===== src/rtl/des_permutation_engine.sv =====
// Iterative DES initial permutation (IP) / inverse (FP) engine, BITS_PER_CYCLE output bits per clock.
// Optional macro DES_PERM_SWAP_EN: swap the 32-bit halves ahead of FP (absorbs the final DES swap).

// One output lane: resolves output bit 'pos' of IP or FP from the latched source block.
module des_perm_lane (
    input  logic [0:63] src,
    input  logic        mode,
    input  logic [5:0]  pos,
    output logic        bit_o
);
    // FIPS-46 tables, stored 0-based (entry = DES bit number - 1)
    localparam int IP_T [64] = '{
        57, 49, 41, 33, 25, 17,  9,  1,
        59, 51, 43, 35, 27, 19, 11,  3,
        61, 53, 45, 37, 29, 21, 13,  5,
        63, 55, 47, 39, 31, 23, 15,  7,
        56, 48, 40, 32, 24, 16,  8,  0,
        58, 50, 42, 34, 26, 18, 10,  2,
        60, 52, 44, 36, 28, 20, 12,  4,
        62, 54, 46, 38, 30, 22, 14,  6
    };
    localparam int FP_T [64] = '{
        39,  7, 47, 15, 55, 23, 63, 31,
        38,  6, 46, 14, 54, 22, 62, 30,
        37,  5, 45, 13, 53, 21, 61, 29,
        36,  4, 44, 12, 52, 20, 60, 28,
        35,  3, 43, 11, 51, 19, 59, 27,
        34,  2, 42, 10, 50, 18, 58, 26,
        33,  1, 41,  9, 49, 17, 57, 25,
        32,  0, 40,  8, 48, 16, 56, 24
    };

    always_comb begin
        bit_o = mode ? src[FP_T[pos]] : src[IP_T[pos]];
    end
endmodule

module des_permutation_engine #(
    parameter int BITS_PER_CYCLE = 8
) (
    input  logic        clk,
    input  logic        rst_n,
    input  logic        set,
    input  logic        mode,
    input  logic [0:63] data_in,
    output logic        ready,
    output logic        status,
    output logic [0:63] data_out
);
    localparam int N     = 64 / BITS_PER_CYCLE;
    localparam int CNT_W = (N > 1) ? $clog2(N) : 1;

    if (BITS_PER_CYCLE != 1  && BITS_PER_CYCLE != 2  && BITS_PER_CYCLE != 4 &&
        BITS_PER_CYCLE != 8  && BITS_PER_CYCLE != 16 && BITS_PER_CYCLE != 32 &&
        BITS_PER_CYCLE != 64) begin : g_bad_bpc
        $error("des_permutation_engine: BITS_PER_CYCLE must be 1, 2, 4, 8, 16, 32 or 64");
    end

    typedef enum logic [1:0] {
        S_IDLE = 2'd0,
        S_RUN  = 2'd1,
        S_DONE = 2'd2
    } state_e;

    state_e             state_q, state_d;
    logic [CNT_W-1:0]   cnt_q, cnt_d;
    logic               mode_q, mode_d;
    logic [0:63]        src_q, src_d;
    logic [0:63]        work_q, work_d;
    logic [0:63]        dout_q, dout_d;

    logic [BITS_PER_CYCLE-1:0]      lane_bit;
    logic [BITS_PER_CYCLE-1:0][5:0] lane_pos;

    for (genvar j = 0; j < BITS_PER_CYCLE; j++) begin : g_lane
        assign lane_pos[j] = 6'(32'(cnt_q) * BITS_PER_CYCLE + j);
        des_perm_lane u_lane (
            .src   (src_q),
            .mode  (mode_q),
            .pos   (lane_pos[j]),
            .bit_o (lane_bit[j])
        );
    end

    always_comb begin
        state_d = state_q;
        cnt_d   = cnt_q;
        mode_d  = mode_q;
        src_d   = src_q;
        work_d  = work_q;
        dout_d  = dout_q;
        case (state_q)
            S_IDLE, S_DONE: begin
                if (set) begin
                    src_d = data_in;
`ifdef DES_PERM_SWAP_EN
                    if (mode) src_d = {data_in[32:63], data_in[0:31]};
`endif
                    mode_d  = mode;
                    cnt_d   = '0;
                    work_d  = '0;
                    state_d = S_RUN;
                end
            end
            S_RUN: begin
                for (int j = 0; j < BITS_PER_CYCLE; j++) begin
                    work_d[lane_pos[j]] = lane_bit[j];
                end
                cnt_d = cnt_q + CNT_W'(1);
                // data_out only moves here, so it holds the last result through a new run
                if (cnt_q == CNT_W'(N - 1)) begin
                    dout_d  = work_d;
                    cnt_d   = '0;
                    state_d = S_DONE;
                end
            end
            default: state_d = S_IDLE;
        endcase
    end

    always_ff @(posedge clk or negedge rst_n) begin
        if (!rst_n) begin
            state_q <= S_IDLE;
            cnt_q   <= '0;
            mode_q  <= 1'b0;
            src_q   <= '0;
            work_q  <= '0;
            dout_q  <= '0;
        end else begin
            state_q <= state_d;
            cnt_q   <= cnt_d;
            mode_q  <= mode_d;
            src_q   <= src_d;
            work_q  <= work_d;
            dout_q  <= dout_d;
        end
    end

    assign ready    = (state_q != S_RUN);
    assign status   = (state_q == S_DONE);
    assign data_out = dout_q;
endmodule


===== config.mk =====
export PLATFORM = sky130hd
export DESIGN_NAME = des_permutation_engine
export DESIGN_NICKNAME = d
export VERILOG_FILES = /design/src/rtl/des_permutation_engine.sv
export SDC_FILE = /design/constraint.sdc
export NUM_CORES = 1
export LEC_CHECK = 0
export ABC_AREA = 1
export ABC_CLOCK_PERIOD_IN_PS = 5900
export CORE_MARGIN = 8
export CORE_UTILIZATION = 33
export CTS_CLUSTER_SIZE = 20
export DETAILED_ROUTE_END_ITERATION = 16
export SLEW_MARGIN = 40
export SYNTH_ARGS = -nofsm -noshare
export SYNTH_HDL_FRONTEND = slang
export SYNTH_HIERARCHICAL = 1
export SYNTH_SLANG_ARGS = --single-unit
export TNS_END_PERCENT = 10

===== constraint.sdc =====
create_clock -name clk -period 5.9 [get_ports clk]
set_input_delay 1.18 -clock clk [delete_from_list [all_inputs] [get_ports clk]]
set_output_delay 1.18 -clock clk [all_outputs]
set_load 0.05 [all_outputs]

Word-level counts from Yosys, hierarchy flattened
Memories as Yosys holds them, arrays and structs flattened. Cells that the tools add are included. Widths: inputs -> output; s select.

Flip-flop bits (word level): 198. Word-level logic and storage cells: 227. Output and inout bits: 66. Memories kept: 16. Bits in read-only memories: 32768. Input port bits: 68.

Memories: (no name shown) (words 64, width 32, read ports 1, clocked after memory_dff 0, write ports 0, RTL line 34) `bit_o = mode ? src[FP_T[pos]] : src[IP_T[pos]];`; (no name shown) (words 64, width 32, read ports 1, clocked after memory_dff 0, write ports 0, RTL line 34); (no name shown) (words 64, width 32, read ports 1, clocked after memory_dff 0, write ports 0, RTL line 34); (no name shown) (words 64, width 32, read ports 1, clocked after memory_dff 0, write ports 0, RTL line 34); (no name shown) (words 64, width 32, read ports 1, clocked after memory_dff 0, write ports 0, RTL line 34); (no name shown) (words 64, width 32, read ports 1, clocked after memory_dff 0, write ports 0, RTL line 34); 10 more memories.

Muxes and demuxes: 120. Eq/ne operators: 6. Reduce and logical (&&, ||, !) cells: 15. $add $sub $neg: 8. Bitwise gates (word level): 24. Order comparisons: 32.

Operators by type and width (count): $mux 32 (32); $bwmux 64 (8); $ge 32x7->1 const B (16); $not 32->32 (16); $pmux 64 s2 (1); $bmux 1 s6 (16); $mux 64 (1); $ge 7x7->1 const B (8); $lt 7x1->1 const B (8); $not 6->7 (8); $demux 1 s6 (8); $mux 1 (48); $add 6x3->6 const B (4); $add 6x2->6 const B (2); $logic_and 1x1->1 (8); $reduce_and 2->1 (4); $add 6x1->6 const B (1); $mux 3 (2); $pmux 3 s2 (1); $mux 2 (2); $ne 2x2->1 const B (2); $pmux 2 s2 (1); $add 3x1->3 const B (1); $eq 3x3->1 const B (1); other kinds (6) (6).

Longest topological paths before layout
Word-level depth: 18. Depth in mapped cells: 17. Gate-level depth less buffers: 15.

By module
The synthesis kept the hierarchy.

Modules (own cells, without submodules): des_perm_lane (sequential area each 0.0 sq um, cells each 323, instances 8, area an instance 1441.4 sq um); des_permutation_engine (sequential area each 4954.8 sq um, cells each 1079, instances 1, area an instance 8832.2 sq um).

Least setup slack after synthesis
OpenSTA, ideal clock, no wires.

Path kind: register to register. Start point: reg cnt_q[0]. End point: reg work_q[4] (netlist bit). Library setup time: 0.118 ns. Required time: 5.782 ns. Cell stages (with the launch flop): 16. Path slack: 3.556 ns. Arrival time: 2.226 ns. Path buffers: 2. Period minus slack after synthesis: 2.344 ns. Cells stage by stage: dfrtp_1 inv_2 buf_4 buf_2 o211ai_1 nand3_1 nand3_1 nand3_1 nand3_1 nand2_1 nand2_1 nand2_1 inv_1 nand3_1 nand3_1 nand2_1.

Elaborated cells on any way between the ends: 184. Those cells by class: add/sub: 7; order compare: 16; mux: 113; bitwise: 24; reduce/logical: 8; memory: 16.

RTL lines: start: declaration (RTL line 66) `logic [CNT_W-1:0] cnt_q, cnt_d;`; start signal: assignment (RTL line 131) `cnt_q <= cnt_d;`; $add 6x3->6 * (RTL line 76) `assign lane_pos[j] = 6'(32'(cnt_q) * BITS_PER_CYCLE + j);`; $not 6->7 (implied by the code) * (RTL line 34); $mem_v2 64x32; $mux 32 (implied by the code) (2 in a row) (RTL line 34); $not 32->32 (implied by the code) (RTL line 34); $bmux 1 s6 (RTL line 34); $mux 1 (implied by the code) (2 in a row) (RTL line 34); $mux 1 * (RTL line 34); net lane_bit[4] (RTL line 72) `logic [BITS_PER_CYCLE-1:0] lane_bit;`; $bwmux 64 * (4 in a row) (RTL line 107) `work_d[lane_pos[j]] = lane_bit[j];`; $pmux 64 s2 * (RTL line 92) `case (state_q)`; end signal: assignment (RTL line 134) `work_q <= work_d;`; end: declaration (RTL line 69) `logic [0:63] work_q, work_d;`.

The timed path passes the listed nets; every way through them passes the cells marked *. The select of a mux whose other input is x is not followed. A chain may end at the register's enable or synchronous reset.

Final worst setup path
Start point: reg cnt_q[1]. End point: reg work_q[36] (netlist bit).

Same word-level chain as after synthesis.

==> flow_metrics.tcl <==
set metrics [dict create \
    io_pins 134 \
    setup_viol 0 \
    drv_slew 0 \
    finalWirelength_um 82700 \
    crit_path_cell_trace "buf_12 > clkinv_1 > nand3_1 > nand3_1 > nand3_1 > nand2_1 > nand2_1 > nand3_1 > nand2_1 > nand2_1 > nand2_1 > inv_1 > nand3_1 > nand3_1 > nand2_1" \
    powerDensity_nw_per_um2 659 \
    postRouteAntennaNets 0 \
    crit_fanout 78 \
    reg2reg_slack_ns 2.18 \
    cts_setup_buffers 0 \
    cts_resized 0 \
    synthToLayoutAreaGrowth_pct 12.5 \
    place.gp.congestion 0.898 \
    final_area_um2 22900 \
    outcome "finished, final reports clean" \
    crit_path_start_kind "flip-flop" \
    maxCapViolCount 0 \
    antenna_found_initial 0 \
    clk_latency_ns 0.48 \
    rsz0062_at_grt "false" \
    root_buffer "clkbuf_16" \
    dpl_cell_area_um2 22300 \
    max_freq_mhz 269 \
    cts_max_path_buffers 2 \
    tightest_slew_ns 0.953 \
    yosysWarnings 6 \
    skew_ns 0.0265 \
    avgRoutedWirePerCell_um 18.1 \
    syn-mean-instance-area_um2 5.56 \
    start_util_pct 33.2 \
    globalRoute.totalOverflow 0 \
    crit_type "flip-flop to flip-flop" \
    final_common_cell "nand2_1" \
    crit_path_top_delay_cell "dfrtp_4" \
    crit_path_end_kind "flip-flop" \
    mostFrequentLayoutCells "nand2_1 (1547), nand3_1 (1075), inv_1 (391), dfrtp_1 (195), conb_1 (136)" \
    hold_viol 0 \
    setup_tns_ns 0 \
    dpl.hpwl_um 51600 \
    fin_cells 4575 \
    placed_cells 4543 \
    p_leak_uw 0.0120 \
    layout-drive-gt1-share_pct 4.76 \
    grt_pass1_vias 21200 \
    viasPerCell 5.22 \
    min_period_over_period_pct 63.1 \
    numCtsBuffers 17 \
    die_y_um 264 \
    row_count 91 \
    slew_headroom_pct 36.5 \
    diodes 0 \
    die_w_um 264 \
    first_pass_iters 6 \
    yosysUniqueCellTypes 25 \
    drc_errors 0 \
    cp_top_family "buffers and inverters" \
    final_util_pct 37.3 \
    worst_path_largest_cell_delay_ns 0.89 \
    core_um2 61400 \
    cts_sinks 198 \
    nets 3842 \
    fin_crit_ns 3.72 \
    syn-cell-area_um2 20400 \
    grt_first_pass_wirelength_um 130000 \
    dr.first_iter.drc_count 3124 \
    crit_buf_inv 3 \
    syn_inst 3663 \
    grt_max_degree 124 \
    die_area_um2 69900 \
    arrival_ns 4.13 \
    num_vias 23900 \
    hold_buffers 0 \
    ys_seq_area_share_pct 24.3 \
    finalPower_uw 15100 \
    hold_class "flip-flop to flip-flop" \
    cts_htree_levels 4 \
    vdd_drop_max_mv 0.406 \
    io_buffers 133 \
    grt_usage_pct 23.0 \
    path_clk_slew_ns 0.08 \
    ys_seq_elements 198 \
    required_ns 6.31 \
    tritoncts "yes" \
]
-- through the flow --
step | setup WS [ns] | hold slack (ns)
3_3_place_gp | 2.46 | 0.456
4_1_cts | 2.52 | 0.478
2_1_floorplan | 3.56 | 0.449
5_1_grt | 1.83 | 0.499
6_report | 2.18 | 0.474
3_5_place_dp | 2.53 | 0.460
-- cell families (layout without fill, tap and decap cells) --
logic type / Yosys count / in the layout / synth area share (%)
fa+ha+maj: 2 / 2 / 0.123
buf+inv: 663 / 651 / 15.0
compound gates: 92 / 92 / 3.06
flops: 198 / 198 / 24.3
simple gates: 2706 / 2706 / 57.5
other cells: 2 / 136 / 0.0369
-- state kept, by name (all words and copies together), names as in the netlist --
register,count
cnt_q,3
data_out,64
mode_q,1
src_q,64
state_q,2
work_q,64
-- where the power goes --
part           leakage, uW  switching (uW)  internal [uW]  total (uW)
Combinational      0.00920            7120           3370       10500
Sequential         0.00247            1420           1980        3400
Clock             0.000283             637            572        1210
-- layout make-up --
type | instances | area (um2)
Fill cell | 6621 | 38500
Multi-Input combinational cell | 2936 | 12900
Sequential cell | 198 | 4970
Timing Repair Buffer | 202 | 1930
Inverter | 417 | 1570
Tap cell | 790 | 988
Clock buffer | 19 | 433
Clock inverter | 13 | 155
-- layer usage --
metal | vias up | routed length (um) | GRT usage (%)
met5 | - | 0 | 0
met4 | 0 | 3010 | 8.84
met3 | 173 | 7410 | 3.51
met2 | 1118 | 36300 | 34.9
met1 | 10900 | 36000 | 32.5
li1 | 11700 | - | -
-- worst reg2reg max path, stage by stage (launching register included) --
cell	delay (ns)
dfrtp_4	0.89
buf_12	0.43
clkinv_1	0.81
nand3_1	0.30
nand3_1	0.10
nand3_1	0.11
nand2_1	0.05
nand2_1	0.06
nand3_1	0.08
nand2_1	0.06
nand2_1	0.04
nand2_1	0.09
inv_1	0.22
nand3_1	0.25
nand3_1	0.09
nand2_1	0.08
-- path summary, 6_finish.rpt --
check,from,end,cells past startpoint
setup / recovery,cnt_q[1],work_q[36],15
hold / removal,src_q[8],src_q[8],2
setup reg to reg,cnt_q[1],work_q[36],15
hold reg to reg,src_q[8],src_q[8],2
max in group asynchronous,rst_n,src_q[59],2
min in group asynchronous,rst_n,work_q[16],1
-- synthesized netlist by cell type --
library cell / count / share of area [%]
nor2_1: 17 / 0.31
nand3_1: 1075 / 26
or2_0: 8 / 0.25
inv_1: 394 / 7.3
buf_4: 49 / 1.8
o21ai_1: 9 / 0.22
nor2_2: 1 / 0.031
or2_2: 40 / 1.2
nand2_2: 1 / 0.031
buf_6: 26 / 1.4
dfrtp_1: 198 / 24
a21oi_1: 8 / 0.20
conb_1: 2 / 0.037
nor2_4: 4 / 0.22
buf_2: 146 / 3.6
o31ai_1: 1 / 0.037
buf_1: 7 / 0.13
nand4_1: 8 / 0.25
inv_2: 23 / 0.42
clkbuf_1: 18 / 0.33
o21ai_0: 10 / 0.25
nand2_1: 1548 / 29
ha_1: 2 / 0.12
o211ai_1: 64 / 2.4
nand3_2: 4 / 0.20
Power figures use the tool's default switching activity.
